**config.mk**
```make
export PLATFORM = sky130hd
export DESIGN_NAME = lb_master_seq
export DESIGN_NICKNAME = d
export VERILOG_FILES = /design/src/rtl/lb_master_seq.sv
export SDC_FILE = /design/constraint.sdc
export NUM_CORES = 1
export LEC_CHECK = 0
export CAP_MARGIN = 0
export CORE_ASPECT_RATIO = 0.75
export CORE_MARGIN = 2
export CORE_UTILIZATION = 42
export CTS_BUF_LIST = sky130_fd_sc_hd__clkbuf_16
export DETAILED_ROUTE_END_ITERATION = 12
export DONT_BUFFER_PORTS = 1
export SKIP_CTS_REPAIR_TIMING = 1
export SYNTH_ARGS = -nofsm -noshare
export SYNTH_HDL_FRONTEND = slang
export SYNTH_SLANG_ARGS = --single-unit
```
**constraint.sdc**
```tcl
create_clock -name clk -period 4.57 [get_ports clk]
set_input_delay 0.457 -clock clk [delete_from_list [all_inputs] [get_ports clk]]
set_output_delay 0.457 -clock clk [all_outputs]
set_load 0.02 [all_outputs]
```
**src/rtl/lb_master_seq.sv**
```systemverilog
// Local-bus initiator: issues queued read/write commands as one-cycle strobes and
// returns read data through a response FIFO. Optional LB_MASTER_STATS_EN adds issue counters.
module lb_master_seq #(
    parameter int READ_PIPE = 2,
    parameter int RSP_AW    = 3
) (
    input  logic        clk,
    input  logic        rst_n,
    input  logic        cmd_valid,
    output logic        cmd_ready,
    input  logic        cmd_rd,
    input  logic [23:0] cmd_addr,
    input  logic [31:0] cmd_data,
    input  logic        flush,
    output logic        busy,
    output logic [23:0] addr,
    output logic        control_strobe,
    output logic        control_rd,
    output logic [31:0] data_out,
    input  logic [31:0] data_in,
    output logic        rsp_valid,
    input  logic        rsp_ready,
    output logic [23:0] rsp_addr,
    output logic [31:0] rsp_data,
    output logic [15:0] stat_rd_cnt,
    output logic [15:0] stat_wr_cnt
);
    // state | meaning
    // RUN   | accepting commands subject to response credit
    // FLUSH | not accepting; waiting for in-flight reads to land in the FIFO
    typedef enum logic {RUN = 1'b0, FLUSH = 1'b1} state_t;

    localparam int DEPTH = 1 << RSP_AW;
    localparam int OW    = RSP_AW + 4;

    state_t             state;
    logic               pipe_v [READ_PIPE];
    logic [23:0]        pipe_a [READ_PIPE];
    logic [23:0]        mem_a  [DEPTH];
    logic [31:0]        mem_d  [DEPTH];
    logic [RSP_AW-1:0]  wr_ptr, rd_ptr;
    logic [RSP_AW:0]    fifo_cnt;
    logic [OW-1:0]      pipe_cnt, outstanding;
    logic               pipe_any, accept, push, pop;

    always_comb begin
        pipe_cnt = '0;
        pipe_any = 1'b0;
        for (int i = 0; i < READ_PIPE; i++) begin
            pipe_cnt = pipe_cnt + OW'(pipe_v[i]);
            pipe_any = pipe_any | pipe_v[i];
        end
    end

    // Credit counts every read that will eventually occupy a FIFO slot.
    assign outstanding = pipe_cnt + OW'(control_strobe & control_rd) + OW'(fifo_cnt);
    assign cmd_ready   = (state == RUN) && (outstanding < OW'(DEPTH));
    assign accept      = cmd_valid & cmd_ready;
    assign push        = pipe_v[READ_PIPE-1];
    assign pop         = rsp_valid & rsp_ready;
    assign busy        = pipe_any | control_strobe | (state == FLUSH);
    assign rsp_valid   = (fifo_cnt != '0);
    assign rsp_addr    = mem_a[rd_ptr];
    assign rsp_data    = mem_d[rd_ptr];

    always_ff @(posedge clk or negedge rst_n) begin
        if (!rst_n) begin
            state          <= RUN;
            control_strobe <= 1'b0;
            control_rd     <= 1'b0;
            addr           <= '0;
            data_out       <= '0;
            wr_ptr         <= '0;
            rd_ptr         <= '0;
            fifo_cnt       <= '0;
            for (int i = 0; i < READ_PIPE; i++) begin
                pipe_v[i] <= 1'b0;
                pipe_a[i] <= '0;
            end
        end else begin
            control_strobe <= accept;
            if (accept) begin
                addr       <= cmd_addr;
                control_rd <= cmd_rd;
                data_out   <= cmd_data;
            end
            pipe_v[0] <= control_strobe & control_rd;
            pipe_a[0] <= addr;
            for (int i = 1; i < READ_PIPE; i++) begin
                pipe_v[i] <= pipe_v[i-1];
                pipe_a[i] <= pipe_a[i-1];
            end
            if (push) wr_ptr <= wr_ptr + RSP_AW'(1);
            if (pop)  rd_ptr <= rd_ptr + RSP_AW'(1);
            fifo_cnt <= fifo_cnt + (RSP_AW+1)'(push) - (RSP_AW+1)'(pop);
            case (state)
                RUN:     if (flush) state <= FLUSH;
                FLUSH:   if (!pipe_any && !control_strobe) state <= RUN;
                default: state <= RUN;
            endcase
        end
    end

    // Storage needs no reset; validity is carried by the pointers and count.
    always_ff @(posedge clk) begin
        if (push) begin
            mem_a[wr_ptr] <= pipe_a[READ_PIPE-1];
            mem_d[wr_ptr] <= data_in;
        end
    end

`ifdef LB_MASTER_STATS_EN
    logic [15:0] rd_cnt, wr_cnt;

    always_ff @(posedge clk or negedge rst_n) begin
        if (!rst_n) begin
            rd_cnt <= '0;
            wr_cnt <= '0;
        end else if (control_strobe) begin
            if (control_rd) rd_cnt <= rd_cnt + 16'd1;
            else            wr_cnt <= wr_cnt + 16'd1;
        end
    end

    assign stat_rd_cnt = rd_cnt;
    assign stat_wr_cnt = wr_cnt;
`else
    assign stat_rd_cnt = '0;
    assign stat_wr_cnt = '0;
`endif

endmodule

```
# Word-level counts from Yosys, hierarchy flattened
# Memories as Yosys holds them, arrays and structs flattened.
# Index checks and enable logic that the tools add are counted.
# totals
register_bits,119
latch_bits,0
mem_bits_rw,448
mem_bits_ro,0
input_bits,94
out_inout_bits,149
elab_cells,40
mem_count,2
# mem_list
memory,depth,word_bits,read_ports,rd_ports_with_merged_regs,wr,line_no,text
mem_d,8,32,1,0,1,40,logic [31:0] mem_d [DEPTH];
mem_a,8,24,1,0,1,39,logic [23:0] mem_a [DEPTH];
# classes
add_sub_neg,7
multipliers,0
div,0
order_cmp,1
eq_ne,0
n_shift,0
n_mux,5
n_bitwise,8
reduce_logical,5
# ops
op,count
"adder 3 x 1 -> 3 bit, second input constant",2
adder 3 x 4 -> 5 bit,1
"< comparator 5 x 4 -> 1 bit, second input constant",1
adder 4 x 1 -> 4 bit,1
AND 1 bit,4
2-to-1 mux 1 bit,4
nonzero test 4 bit,1
subtractor 4 x 1 -> 4 bit,1
adder 2 x 1 -> 3 bit,1
OR 1 bit,3
adder 1 x 1 -> 2 bit,1
logical AND 1 bit,2
zero test 1 bit,2
one-hot mux 1 bit (2 select lines),1
NOT 1 bit,1

# Logic depth before layout (Yosys ltp)
# depth
word_depth,6
ltp_mapped,11
ltp_nobuf,10

# Worst setup path before layout
# Ideal clock, no wire load.
# synth_path
path_kind,reg2reg
startpoint,register wr_ptr[1]
endpoint,"memory mem_a[0][0], enable pin"
setup_time_ps,539
t_arrival_ps,4388
t_required_ps,4031
path_slack_ps,-356
stages_incl_launch_ff,3
n_path_buf,0
period_less_slack_ps,4926
path_cell_list,dfrtp_1 -> nand2b_1 -> nor3_1
# synth_rtl
item,line_no,text
start: declaration,41,"logic [RSP_AW-1:0] wr_ptr, rd_ptr;"
start signal: assignment,93,if (push) wr_ptr <= wr_ptr + RSP_AW'(1);
end: declaration,39,
# No word-level cell before the write port.

# Worst setup path in the final report
# layout_path
startpoint,register rd_ptr[0]
endpoint,output rsp_addr[21]
# layout_via
elab_chain_len,1
# layout_rtl
item,line_no,text
start: declaration,41,
start signal: assignment,94,if (pop) rd_ptr <= rd_ptr + RSP_AW'(1);
memory (8 x 24 bit),--,
end: declaration,23,"output logic [23:0] rsp_addr,"
# No other way between the ends.

==> qor.txt <==
status - finished, final reports clean
Net Sw Frac - 31.1%
clock network fraction of total power - 27.0%
clock buffer depth - 3
worst hold path type - in2reg
vias in the first global route - 9140
hold_ws - 16.6 ps
Worst Path Class, Setup - reg2out
Final setup violation count - 0
die area - 0.0523 mm2
antenna viol nets, final - 0
Max rail drop VDD - 396 uV
critical path endpoint category - primary output
# fillers - 3953
post-synthesis register bit count - 567
Slew @ Worst Pin - 1120 ps
RSZ-0062 raised after global routing - no
reg-to-reg startpoint - control_strobe
Critical Path Source Type - flop
Starting Density - 42.4%
first-pass GRT wire length - 58600 um
Flop pwr share - 50.0%
met1 Usage GRT - 20.9%
Post-Route Utilization - 49.1%
CTS tree - yes
WP data required - 4110 ps
reg2reg setup slack - 1560 ps
Setup WS pre-CTS - 1560 ps
post-synthesis cell type count - 30
Routability Congestion - 0.679
Area growth syn-to-layout - 15.8%
Antenna diodes - 0
Mean Syn Cell Area - 23.0 um2
fin crit share - 72.2%
Peak Freq - 303 MHz
clk root buf - clkbuf_16
hold path startpoint - flush
Worst-path clk slew - 60 ps
most frequent cells in the layout - 448 x edfxtp_1, 116 x dfrtp_1, 112 x mux4_2
Detailed Route WL - 39800 um
largest net degree at the start of global routing - 120
slowest stage delay, CP - 880 ps
Post-DP HPWL - 20500 um
clock sinks - 567
Placement Rows - 71
H-tree depth - 2
CTS Buf Count - 53
NetSw - 4.83 mW
max_slew headroom - 25.2%
Setup crit start - rd_ptr[0]
clk_lat worst skew - 590 ps
critical-path cell list - buf_12, mux4_2, mux2_2
share of cells above drive strength 1 - 30.9%
CP max-delay cell - dfrtp_4
total number of vias - 8991
initial detailed-routing violation count - 760
nets@finish - 1148
crit-path max FO - 36
DRC viols - 0
Horiz. Die Dim - 264 um
Register Area - 0.0164 mm2
crit path time final - 3300 ps
most common cell after layout, fill and taps aside - edfxtp_1
GRT met3 Usage - 4.67%
Avg WL per Cell - 22.8 um
Cells after Synth - 921
grt met2 use - 23.6%
Seq/Total Area, Yosys - 77.4%
Pint - 10.7 mW
Final Hold Fails - 0
total number of yosys warnings - 0
Max-Cap Viols - 0
critical path data arrival time - 2840 ps
initial antenna violation count - 0
busiest grt layer - met2
gr usage total - 15.2%
Die H - 199 um
port bufs - 0
PwrDens - 633 mW/mm2
Synth Cell Area - 0.0212 mm2
area of the multi-input gates - 0.00448 mm2
post-layout power - 15.6 mW
Pleak - 8.41 nW
Via density - 5.16
Ports - 243
drt first pass iters - 4
global route overflow - 0
Final TNS setup - 0 ps
Clock Skew - 14.1 ps
area of the core - 0.0500 mm2
setup ws final - 1270 ps
Slew Viols, Final - 0
Comb pwr share - 23.0%
## cell usage after synthesis
cell type	instances	area (um2)
xor2_1	4	35.0
buf_4	35	263
buf_2	13	65.1
ha_1	9	113
conb_1	1	3.75
nor3_1	3	15.0
nor2_1	7	26.3
a21oi_1	2	10.0
nand2b_1	4	25.0
mux4_2	112	2520
dfrtp_1	119	2980
a21o_1	1	7.51
mux2_2	96	1080
mux2_4	19	285
buf_6	2	22.5
xnor2_1	2	17.5
o21a_1	1	7.51
edfxtp_1	448	13500
a21oi_2	2	17.5
fa_1	2	40.0
o211ai_4	1	21.3
nand2_1	4	15.0
a31o_4	1	17.5
clkbuf_1	18	67.6
buf_1	2	7.51
or3b_2	1	8.76
and3_4	1	11.3
buf_12	2	40.0
and2_1	2	12.5
inv_1	7	26.3
## logic make-up after synthesis
| group | Yosys count | share of synthesized area, % |
|---|---|---|
| flip-flops | 567 | 77.4 |
| multiplexers | 227 | 18.3 |
| buffers and inverters | 79 | 2.32 |
| AND/OR/NAND/NOR | 22 | 0.537 |
| adder cells (fa/ha/maj) | 11 | 0.720 |
| AO/OA/AOI/OAI | 8 | 0.383 |
| XOR/XNOR | 6 | 0.248 |
| other | 1 | 0.0177 |
## power by group through the flow
stage	registers, mW	logic, mW	clock network, mW
after floorplan	7.33	3.19	0
after global placement	7.89	3.49	0
after detailed placement	7.91	3.54	0
after CTS	7.82	3.55	4.33
after global routing	7.92	3.84	4.55
final	7.78	3.58	4.20
## critical path, delay by kind of cell, from the launching register on
family   cells  cell delay, ps
buf+inv      1             360
flops        1             880
mux          2             920
## sequential cells by signal, summed over array words and instances (netlist names)
name            count
addr               24
control_rd          1
control_strobe      1
data_out           32
fifo_cnt            4
mem_a             192
mem_d             256
pipe_a             48
pipe_v              1
push                1
rd_ptr              3
state               1
wr_ptr              3
## path summary, 6_finish.rpt
| check | to | cells after the start |
|---|---|---|
| max reg2reg | addr[21] | 8 |
| max | rsp_addr[21] | 3 |
| min | state | 2 |
| max in group asynchronous | rd_ptr[2] | 2 |
| min reg2reg | pipe_a[1] | 0 |
| min in group asynchronous | data_out[27] | 2 |
## final cells by class
class	count	area share [%]
Clock buffer	56	5.70
Inverter	7	0.107
Clock inverter	42	1.06
Tap cell	657	3.35
Timing Repair Buffer	108	4.65
Multi-Input combinational cell	306	18.2
Sequential cell	567	66.9
## per-layer routing
layer  routed length (um)  share of wire [%]  vias to the layer above
met2                19100                 48                      214
li1                     -                  -                     3904
met5                    0                  0                        -
met1                17600                 44                     4825
met3                 2510                6.3                       48
met4                  541                1.4                        0
## per-stage QoR
step / std cells / area [um2]
finish: 1743 / 24600
global route: 1743 / 24600
CTS: 1652 / 23600
detailed placement: 1554 / 22000
global placement: 1554 / 22000
floorplan: 952 / 21300
(Power assumes the default switching activity.)
